$ cat config.mk
export PLATFORM = sky130hd
export DESIGN_NAME = mem_port_arbiter
export DESIGN_NICKNAME = d
export VERILOG_FILES = /design/src/rtl/mem_port_arbiter.sv
export SDC_FILE = /design/constraint.sdc
export NUM_CORES = 1
export LEC_CHECK = 0
export ABC_AREA = 1
export CORE_MARGIN = 2
export CORE_UTILIZATION = 35
export CTS_CLUSTER_DIAMETER = 60
export CTS_CLUSTER_SIZE = 14
export DETAILED_ROUTE_END_ITERATION = 7
export PLACE_DENSITY = 0.69
export SETUP_SLACK_MARGIN = 0.3
export SYNTH_ARGS = -nofsm -noshare
export SYNTH_HDL_FRONTEND = slang
export SYNTH_SLANG_ARGS = --single-unit
$ cat constraint.sdc
create_clock -name CLK -period 1.8 [get_ports CLK]
set_clock_uncertainty 0.1 [all_clocks]
set_input_delay 0.36 -clock CLK [delete_from_list [all_inputs] [get_ports CLK]]
set_output_delay 0.36 -clock CLK [all_outputs]
set_load 0.05 [all_outputs]
$ cat src/rtl/mem_port_arbiter.sv
// mem_port_arbiter: shares one single-port program/data memory between the CPU control
// FSM and the program loader/debug port. Each side runs a req/gnt/done handshake and gets
// one access per grant; o_cpu_stall lets the control FSM hold while memory is busy.
// Build option: define ARB_ROUND_ROBIN_EN for round-robin arbitration on contention;
// without it the loader has fixed priority over the CPU.
module mem_port_arbiter #(
    parameter int unsigned AW      = 8,
    parameter int unsigned DW      = 8,
    parameter int unsigned MEM_LAT = 1
) (
    input  logic          CLK,
    input  logic          RST,
    // CPU control FSM side
    input  logic          i_cpu_req,
    input  logic          i_cpu_we,
    input  logic [AW-1:0] i_cpu_addr,
    input  logic [DW-1:0] i_cpu_wdata,
    output logic          o_cpu_gnt,
    output logic          o_cpu_done,
    output logic [DW-1:0] o_cpu_rdata,
    output logic          o_cpu_stall,
    // Loader/debug side
    input  logic          i_ldr_req,
    input  logic          i_ldr_we,
    input  logic [AW-1:0] i_ldr_addr,
    input  logic [DW-1:0] i_ldr_wdata,
    output logic          o_ldr_gnt,
    output logic          o_ldr_done,
    output logic [DW-1:0] o_ldr_rdata,
    output logic          o_ldr_stall,
    // Memory port
    output logic          o_mem_en,
    output logic          o_mem_we,
    output logic [AW-1:0] o_mem_addr,
    output logic [DW-1:0] o_mem_wdata,
    input  logic [DW-1:0] i_mem_rdata
);

    // Wait-counter load value; MEM_LAT is limited to 1..7 so 3 bits suffice.
    localparam logic [2:0] LAT_M1 = 3'(MEM_LAT - 1);

    typedef enum logic [1:0] {StIdle, StAccess, StWait, StDone} state_e;

    state_e        r_state;
    state_e        w_state_next;

    logic          r_owner_cpu;   // 1: CPU owns the current transaction, 0: loader
    logic          r_we;
    logic [AW-1:0] r_mem_addr;
    logic [DW-1:0] r_mem_wdata;
    logic [2:0]    r_cnt;
    logic [DW-1:0] r_cpu_rdata;
    logic [DW-1:0] r_ldr_rdata;

    logic          w_any_req;
    logic          w_start;
    logic          w_sel_cpu;

    assign w_any_req = i_cpu_req | i_ldr_req;
    assign w_start   = (r_state == StIdle) & w_any_req;

`ifdef ARB_ROUND_ROBIN_EN
    logic r_last_cpu;  // last contention winner; resets to loader so the CPU wins first

    // Remember the winner of each contended arbitration.
    always_ff @(posedge CLK) begin
        if (RST) begin
            r_last_cpu <= 1'b0;
        end else if (w_start && i_cpu_req && i_ldr_req) begin
            r_last_cpu <= w_sel_cpu;
        end
    end

    assign w_sel_cpu = i_cpu_req & (~i_ldr_req | ~r_last_cpu);
`else
    // Loader always wins; the CPU can starve while the loader keeps requesting.
    assign w_sel_cpu = i_cpu_req & ~i_ldr_req;
`endif

    // State register.
    always_ff @(posedge CLK) begin
        if (RST) begin
            r_state <= StIdle;
        end else begin
            r_state <= w_state_next;
        end
    end

    // Next-state logic: requests are only looked at in StIdle.
    always_comb begin
        w_state_next = r_state;
        unique case (r_state)
            StIdle: begin
                if (w_any_req) begin
                    w_state_next = StAccess;
                end
            end
            StAccess: begin
                if (r_we || (MEM_LAT == 1)) begin
                    w_state_next = StDone;
                end else begin
                    w_state_next = StWait;
                end
            end
            StWait: begin
                if (r_cnt == 3'd1) begin
                    w_state_next = StDone;
                end
            end
            StDone: begin
                w_state_next = StIdle;
            end
            default: begin
                w_state_next = StIdle;
            end
        endcase
    end

    // Command capture at grant, latency counter, and read-data capture at the end of DONE.
    always_ff @(posedge CLK) begin
        if (RST) begin
            r_owner_cpu <= 1'b0;
            r_we        <= 1'b0;
            r_mem_addr  <= '0;
            r_mem_wdata <= '0;
            r_cnt       <= 3'd0;
            r_cpu_rdata <= '0;
            r_ldr_rdata <= '0;
        end else begin
            if (w_start) begin
                r_owner_cpu <= w_sel_cpu;
                r_we        <= w_sel_cpu ? i_cpu_we    : i_ldr_we;
                r_mem_addr  <= w_sel_cpu ? i_cpu_addr  : i_ldr_addr;
                r_mem_wdata <= w_sel_cpu ? i_cpu_wdata : i_ldr_wdata;
            end
            if (r_state == StAccess) begin
                r_cnt <= LAT_M1;
            end else if (r_state == StWait) begin
                r_cnt <= r_cnt - 3'd1;
            end
            if ((r_state == StDone) && !r_we) begin
                if (r_owner_cpu) begin
                    r_cpu_rdata <= i_mem_rdata;
                end else begin
                    r_ldr_rdata <= i_mem_rdata;
                end
            end
        end
    end

    // Outputs: grant/done decoded from state; read data is passed through during the
    // DONE cycle (memory data is only valid then) and held from the capture register after.
    always_comb begin
        o_cpu_gnt   = (r_state != StIdle) & r_owner_cpu;
        o_ldr_gnt   = (r_state != StIdle) & ~r_owner_cpu;
        o_cpu_done  = (r_state == StDone) & r_owner_cpu;
        o_ldr_done  = (r_state == StDone) & ~r_owner_cpu;
        o_cpu_stall = i_cpu_req & ~o_cpu_done;
        o_ldr_stall = i_ldr_req & ~o_ldr_done;
        o_cpu_rdata = (o_cpu_done && !r_we) ? i_mem_rdata : r_cpu_rdata;
        o_ldr_rdata = (o_ldr_done && !r_we) ? i_mem_rdata : r_ldr_rdata;
        o_mem_en    = (r_state == StAccess);
        o_mem_we    = (r_state == StAccess) & r_we;
        o_mem_addr  = r_mem_addr;
        o_mem_wdata = r_mem_wdata;
    end

endmodule

---- Yosys cells after proc, flatten, opt, wreduce, memory -nomap -nowiden ----
Cells that the tools add are included.
word-level totals
  register bits ........................... 39
  logic and storage cells ................. 47
  input bits .............................. 46
  output and inout bits ................... 40
operators by class
  $add $sub $neg .......................... 1
  eq/ne operators ......................... 6
  reductions and logical operators ........ 10
  bitwise gates (word level) .............. 14
  mux-type cells .......................... 8
operators with widths
  operator                                          number
  2-to-1 mux 8 bit                                  4
  bitwise AND 1 bit                                 9
  one-hot mux 2 bit (4 select lines)                1
  AND reduction 2 bit                               3
  == test 2 bit, second input constant              2
  2-to-1 mux 2 bit                                  2
  != test 2 bit, second input constant              2
  NOT 1 bit                                         4
  == test 3 x 1 -> 1 bit, second input constant     1
  logical AND 1 bit                                 3
  subtractor 3 x 1 -> 3 bit, second input constant  1
  == test 2 x 1 -> 1 bit, second input constant     1
  logical NOT 2 bit                                 1
  nonzero test 2 bit                                1
  OR reduction 2 bit                                1
  logical NOT 1 bit                                 1
  2-to-1 mux 1 bit                                  1
  OR 1 bit                                          1

---- Longest topological paths before layout ----
Gate-level depths: netlist of run 1.
  word-level depth ........................ 4
  mapped depth ............................ 8
  mapped depth without buffers ............ 7

---- Worst setup path before layout of run 1 ----
No wires, ideal clock.
  path type ............................... register to output
  start ................................... register r_state[0]
  end ..................................... output port o_ldr_stall
  setup slack ............................. -481 ps
  arrival ................................. 1821 ps
  cell stages (with the launch flop) ...... 5
  path buffers ............................ 0
  data required time ...................... 1340 ps
  cell sequence ........................... dfxtp_1 ha_1 inv_1 nor2_1 nor2_1
on the way
  longest elaborated chain between the ends .. 4
ends and longest elaborated chain
  item                      line  source
  start: declaration        44    state_e r_state;
  start signal: assignment  83    r_state <= StIdle;
  start signal: assignment  85    r_state <= w_state_next;
  == test 2 bit             157   o_ldr_done = (r_state == StDone) & ~r_owner_cpu;
  bitwise AND 1 bit         157
  named net o_ldr_done      28    output logic o_ldr_done,
  NOT 1 bit                 159   o_ldr_stall = i_ldr_req & ~o_ldr_done;
  bitwise AND 1 bit         159
  end: declaration          30    output logic o_ldr_stall,
The timed path passes the listed nets, and every way through them passes these cells.

---- Worst setup path after layout of run 1 ----
  start ................................... register r_state[0]
  end ..................................... output port o_cpu_rdata[2]
on the way
  longest elaborated chain between the ends .. 4
ends and longest elaborated chain
  item               line  source
  == test 2 bit      156   o_cpu_done = (r_state == StDone) & r_owner_cpu;
  bitwise AND 1 bit  156
  logical AND 1 bit  160   o_cpu_rdata = (o_cpu_done && !r_we) ? i_mem_rdata : r_cpu_rdata;
  2-to-1 mux 8 bit   160
  end: declaration   20    output logic [DW-1:0] o_cpu_rdata,
No other way between the ends.

==> out/qor_table.md, run 1 <==
| Result | This run |
|---|---|
| Largest driver fanout on the critical path | 9 |
| Number of nets with antenna violations after detailed routing | 0 |
| Clock H-tree levels | 2 |
| Boundary pin count | 86 |
| Crit path required time | 1.34 ns |
| Final TNS setup | -2.19 ns |
| Syn Nets | 342 |
| Number of clock sinks seen by CTS | 39 |
| Worst Path Arrival | 1.48 ns |
| Tightest Hold Check Type | flip-flop to flip-flop |
| Run status | finished with violations |
| Effective utilization at floorplan | 0.367 |
| Area growth from synthesis to layout | 110% |
| Power per cell area | 1190 mW/mm^2 |
| Post-synthesis area per instance | 6.55 um^2 |
| Length of the first detailed-routing pass in iterations | 4 |
| Worst Max-Slew Pin Slew | 0.624 ns |
| Final Setup Violations | 31 |
| Final weighted congestion in routability-driven placement | 0.836 |
| Final cycle utilization of the critical path | 1.08 |
| Layout cell share with drive strength beyond 1 | 0.429 |
| Number of warning messages in the yosys log | 0 |
| TritonCTS clock tree | yes |
| Total global-route track usage | 0.191 |
| Final min period | 1.94 ns |
| Class of the most critical setup path | flip-flop to output pin |
| Relative max-transition margin | 0.583 |
| Residual DRC count | 0 |
| Worst r2r src | r_state[0] |
| Later-pin clock latency in the skew report | 0.28 ns |
| Overall die height | 77.6 um |
| Number of port buffers | 85 |
| Overflow left after global routing | 0 |
| Start point of the worst min-delay path | r_ldr_rdata[1] |
| Routed vias | 2156 |
| Worst setup path startpoint | r_state[0] |
| Max IR drop VDD | 0.804 mV |
| Die width | 77.6 um |
| Final WL | 5.76 mm |
| Number of placed cells counting well taps | 442 |
| Post-synthesis instance area | 0.00190 mm^2 |
| Number of antenna violations at the first check in global routing | 0 |
| DP Worst Slack | 0.0335 ns |
| Max Root-Sink Buffers | 2 |
| Startpoint types | flip-flop |
| Clock slew at the register clock pins of the worst setup and hold paths | 0.08 ns |
| Final setup slack of the worst path | -0.135 ns |
| Post-DR wirelength/cell | 12.3 um |
| Number of standard cells in the final layout excluding fillers | 469 |
| Die ar. | 0.00603 mm^2 |
| Share of the core filled with cells | 0.770 |
| RSZ-0062 raised after global routing | yes |
| Final antenna diode count | 0 |
| Smallest hold slack | 0.394 ns |
| Cell row count | 26 |
| Count of routing violations after the opening detailed-route iteration | 61 |
| Net count, final | 450 |
| Global-route wire length before repair | 9.32 mm |
| Finished Cell Area | 0.00398 mm^2 |
| Portion of the post-synthesis area used by sequential elements | 0.411 |
| Static leakage power | 1.74 nW |
| Flip-flop and latch count after synthesis | 39 |
| Critical-path cell with the highest stage delay | dfxtp_2 |
| Max Fclk | 517 MHz |
| Sum of internal, switching and leakage power | 4.73 mW |
| CP Capture Type | output pin |
| TritonCTS buffer count | 5 |
| Final number of hold-violating endpoints | 0 |
| Violated checks | negative setup slack |
| Cells after synthesis | 290 |
| Distinct cells, synth | 22 |
| HPWL after DPL | 3.74 mm |
| Max-cap violations | 0 |
| Area occupied by multi-input gates | 0.00144 mm^2 |
| Placeable Area | 0.00517 mm^2 |
| Layout filler cell count | 364 |
| Vias in the first global route | 2130 |
| Pin count of the biggest net entering global routing | 35 |
| CTS Root Buffer Type | clkbuf_8 |
| Placed cell area | 0.00332 mm^2 |
| Crit path largest cell delay | 0.36 ns |
| Cell-by-cell trace of the critical path | ha_4 -> nand2_4 -> nor2_4 -> buf_12 -> inv_12 -> nand2_4 -> nand2_8 -> buf_12 |
| Via density | 4.60 |
| Slew Viols, Final | 0 |
| FF/Latch Area | 785 um^2 |
## logic make-up (layout without fill, tap and decap cells)
logic type,Yosys count,after routing,synth area share
compound gates,40,40,0.107
flops,39,39,0.411
buf+inv,41,150,0.0903
fa+ha+maj,6,6,0.0396
simple gates,164,164,0.352
## what timing repair did
action | in CTS | in global routing
pin swaps | 17 | 28
buffers inserted | 11 | 3
gates cloned | 5 | 0
hold buffers | 0 | 0
endpoints found under the setup margin | 41 | 44
gates resized for setup | 49 | 45
## cell usage in the layout, fill, tap and decap left out, types with 3 or more instances in the layout
cell type / instances
inv_1: 24
nor2_2: 9
nor2_1: 47
clkbuf_8: 5
buf_6: 7
buf_12: 30
nand2_2: 20
o21ai_2: 4
ha_4: 4
nor2_4: 8
dfxtp_1: 36
nand2_8: 3
o21ai_0: 7
o21ai_1: 7
buf_4: 23
nand2_1: 34
inv_4: 3
buf_16: 5
dfxtp_2: 3
a21oi_1: 20
nand2_4: 36
clkdlybuf4s50_1: 45
## area by class of cell
cell class | count | area share
Timing Repair Buffer | 110 | 0.362
Sequential cell | 39 | 0.197
Clock inverter | 1 | 0.00126
Inverter | 32 | 0.0371
Multi-Input combinational cell | 210 | 0.362
Clock buffer | 7 | 0.0192
Tap cell | 70 | 0.0220
## where the power goes
group | switching (mW) | internal (mW)
Sequential | 0.132 | 1.04
Clock | 0.293 | 0.272
Combinational | 1.59 | 1.41
## per-layer routing
layer  up-vias  routed length, um  global-route usage
met1       975               2270               0.207
li1       1103                  -                   -
met4         0                 97              0.0696
met2        71               2980               0.345
met5         -                  0                   0
met3         7                419              0.0628
## synth_stat cells (all sizes together)
master	number	share of area
a211oi	1	0.0040
a21oi	21	0.055
buf	7	0.022
clkbuf	2	0.0046
dfxtp	39	0.41
ha	6	0.040
inv	32	0.063
nand2	93	0.19
nand3	3	0.0079
nor2	64	0.14
nor3	2	0.011
o21ai	18	0.047
or2	2	0.0066
## flip-flops by register name, indices dropped and copies added (netlist names)
| name | cells |
|---|---|
| o_mem_addr | 8 |
| o_mem_wdata | 8 |
| r_cpu_rdata | 8 |
| r_ldr_rdata | 8 |
| r_cnt | 3 |
| r_state | 2 |
| r_owner_cpu | 1 |
| r_we | 1 |
## critical path: cells and delay by family, from the launching register on
kind,cells,cell delay [ns]
fa+ha+maj,1,0.17
buf+inv,3,0.35
flops,1,0.36
simple gates,4,0.31
## final timing paths
check                                       to  slack, ns  cells after the start
worst min register to register  r_ldr_rdata[1]       0.39                      2
worst min-delay path            r_ldr_rdata[1]       0.39                      2
worst max-delay path            o_cpu_rdata[2]      -0.14                      8
worst max register to register   o_mem_addr[7]      -0.05                     12
No activity file was read; power rests on OpenSTA's default activity.
==> inputs of run 2 (changes only) <==
--- a/config.mk
+++ b/config.mk
@@ -8,9 +8,12 @@
 export ABC_AREA = 1
 export CORE_MARGIN = 2
 export CORE_UTILIZATION = 35
+export CTS_BUF_LIST = sky130_fd_sc_hd__clkbuf_8
 export CTS_CLUSTER_DIAMETER = 60
 export CTS_CLUSTER_SIZE = 14
 export DETAILED_ROUTE_END_ITERATION = 7
+export GPL_ROUTABILITY_DRIVEN = 1
+export HOLD_SLACK_MARGIN = 0.06
 export PLACE_DENSITY = 0.69
 export SETUP_SLACK_MARGIN = 0.3
 export SYNTH_ARGS = -nofsm -noshare
==> run 2 against run 1 <==
Compared with the run above: the run still ends with negative setup slack left; non-clock buffer count fell by 1; combinational power fell by 1%; utilization fell by 0.41 points; setup slack got worse by 0.0056 ns; clock-buffer cell count fell by 2; clock power fell by 2%; via count fell by 0.23%; die area did not move; flip-flop and latch count did not move; first-iteration DRC count rose by 6.6%; critical path type unchanged; highest routed layer unchanged.
==> out/qor_table.md, run 2 (synthesis gave the netlist of run 1 again) <==
| Result | This run |
|---|---|
| RSZ-0062 raised after global routing | yes |
| Die ar. | 0.00603 mm^2 |
| Crit path required time | 1.34 ns |
| Count of routing violations after the opening detailed-route iteration | 65 |
| Global-route wire length before repair | 9.27 mm |
| Buffering stage count on the worst path with inverters included | 3 |
| Final number of hold-violating endpoints | 0 |
| Max Fclk | 515 MHz |
| Area occupied by multi-input gates | 0.00144 mm^2 |
| Violated checks | negative setup slack |
| CP Capture Type | output pin |
| Later-pin clock latency in the skew report | 0.28 ns |
| Run status | finished with violations |
| Vias in the first global route | 2108 |
| Share of the core filled with cells | 0.766 |
| Max IR drop VDD | 0.806 mV |
| Number of clock sinks seen by CTS | 39 |
| Finished Cell Area | 0.00396 mm^2 |
| Residual DRC count | 0 |
| TritonCTS clock tree | yes |
| TritonCTS buffer count | 5 |
| Crit path largest cell delay | 0.36 ns |
| HPWL after DPL | 3.74 mm |
| Final setup slack of the worst path | -0.141 ns |
| Length of the first detailed-routing pass in iterations | 4 |
| Relative max-transition margin | 0.600 |
| Slew Viols, Final | 0 |
| Clock H-tree levels | 2 |
| Register-to-register setup slack | -0.06 ns |
| Most utilized layer in the global route result | met2 |
| Total global-route track usage | 0.190 |
| Post-DR wirelength/cell | 12.3 um |
| Max-cap violations | 0 |
| Cell row count | 26 |
| Post-CTS Hold Buffers | 0 |
| Boundary pin count | 86 |
| Die width | 77.6 um |
| Cell-by-cell trace of the critical path | ha_4 -> nand2_4 -> nor2_4 -> buf_12 -> inv_12 -> nand2_4 -> nand2_8 -> buf_12 |
| Final TNS setup | -2.41 ns |
| FF/Latch Area | 785 um^2 |
| Placeable Area | 0.00517 mm^2 |
| Endpoint of the worst-slack reg-to-reg timing path | o_mem_addr[4] |
| Net count, final | 449 |
| Largest driver fanout on the critical path | 9 |
| Critical-path cell with the highest stage delay | dfxtp_2 |
| Max Root-Sink Buffers | 2 |
| Layout cell share with drive strength beyond 1 | 0.427 |
| Class of the most critical setup path | flip-flop to output pin |
| Routed vias | 2151 |
| Via density | 4.60 |
| Tightest Hold Check Type | flip-flop to flip-flop |
| Final weighted congestion in routability-driven placement | 0.836 |
| Static leakage power | 1.73 nW |
| Final Setup Violations | 32 |
| Final min period | 1.94 ns |
| Met1 GRT Util | 0.207 |
| Final antenna diode count | 0 |
| Power per cell area | 1180 mW/mm^2 |
| Worst Path Arrival | 1.48 ns |
| Worst r2r src | r_state[0] |
| Destination of the worst hold path | r_cnt[1] |
| Most frequent cells in the layout | 46 x nor2_1, 45 x clkdlybuf4s50_1, 36 x nand2_4, 36 x dfxtp_1, 34 x nand2_1 |
| Placed cell area | 0.00332 mm^2 |
| Overall die height | 77.6 um |
| Effective utilization at floorplan | 0.367 |
| Met2 track utilization from global routing | 0.341 |
| Start point of the worst min-delay path | r_cnt[1] |
| Pin count of the biggest net entering global routing | 35 |
| Worst Max-Slew Pin Slew | 0.600 ns |
| Number of nets with antenna violations after detailed routing | 0 |
| Worst setup path startpoint | r_state[0] |
| Met3 track demand over resource | 0.0628 |
| Number of antenna violations at the first check in global routing | 0 |
| Number of cell instances on the worst register-to-register path | 13 |
| Clock slew at the register clock pins of the worst setup and hold paths | 0.07 ns |
| Overflow left after global routing | 0 |
| Family with the most delay on the worst path | flip-flops |
| Final WL | 5.75 mm |
| Layout filler cell count | 370 |
| Cell depth of the worst min-delay path | 2 |
| CTS Root Buffer Type | clkbuf_8 |
| Startpoint types | flip-flop |
| Final cycle utilization of the critical path | 1.08 |
| Most common library cell in the layout ignoring fill and taps | nor2_1 |
| Number of port buffers | 85 |
| Area growth from synthesis to layout | 109% |
run 2: cell types whose count changed in the layout (fill, tap and decap cells not counted):
cell      delta
buf_12       -1
clkbuf_1     -2
inv_1        +2
nor2_1       -1
nor2_2       +1
o21ai_0      +3
o21ai_1      -2
o21ai_2      -1
run 2: metal layers:
metal / up-vias / part of all wire
li1: 1103 / -
met1: 972 / 0.39
met2: 69 / 0.52
met3: 7 / 0.070
met4: 0 / 0.018
met5: - / 0
run 2: worst max-delay path by stage:
stage	cells past startpoint	slack [ns]	endpoint
6_report	8	-0.14	o_cpu_rdata[2]
4_1_cts	7	-0.14	o_ldr_rdata[5]
5_1_grt	7	-0.20	o_ldr_rdata[1]
3_3_place_gp	4	0.06	o_mem_addr[3]
3_5_place_dp	7	0.03	o_cpu_rdata[1]
2_1_floorplan	5	0.13	o_ldr_rdata[4]
run 2: final cells by class:
cell class,instances,area share
Clock buffer,5,0.0174
Clock inverter,3,0.00316
Inverter,32,0.0373
Multi-Input combinational cell,210,0.364
Sequential cell,39,0.198
Tap cell,70,0.0221
Timing Repair Buffer,109,0.358
run 2: repair_timing:
item	CTS	global route
resized for setup	48	43
endpoints found under the setup margin	41	44
hold endpoints to repair	0	0
gates cloned	5	0
buffers inserted	11	2
pin swaps	17	28
run 2: power breakdown:
group	switching [mW]	total [mW]	leakage [nW]	internal (mW)
clock	0.295	0.556	0.0505	0.261
combinational	1.58	2.95	1.36	1.37
sequential	0.131	1.17	0.320	1.04
run 2: worst reg2reg max path, cell delays in order, from the launching register on:
cell and delay (ns):
dfxtp_2 0.34, buf_4 0.14, buf_6 0.13, inv_4 0.06, ha_4 0.15, buf_6 0.11, inv_4 0.03, nor2_4 0.14
buf_6 0.11, buf_6 0.09, buf_16 0.14, nand2_2 0.05, nor2_1 0.11, nor2_1 0.05
run 2: stage by stage:
step	instances	setup slack [ns]	hold slack [ns]	power [mW]
6_report	468	-0.141	0.393	4.67
3_3_place_gp	442	0.0597	0.369	3.27
3_5_place_dp	442	0.0335	0.381	3.30
5_1_grt	468	-0.203	0.409	4.91
4_1_cts	466	-0.140	0.391	4.50
2_1_floorplan	290	0.125	0.360	2.47
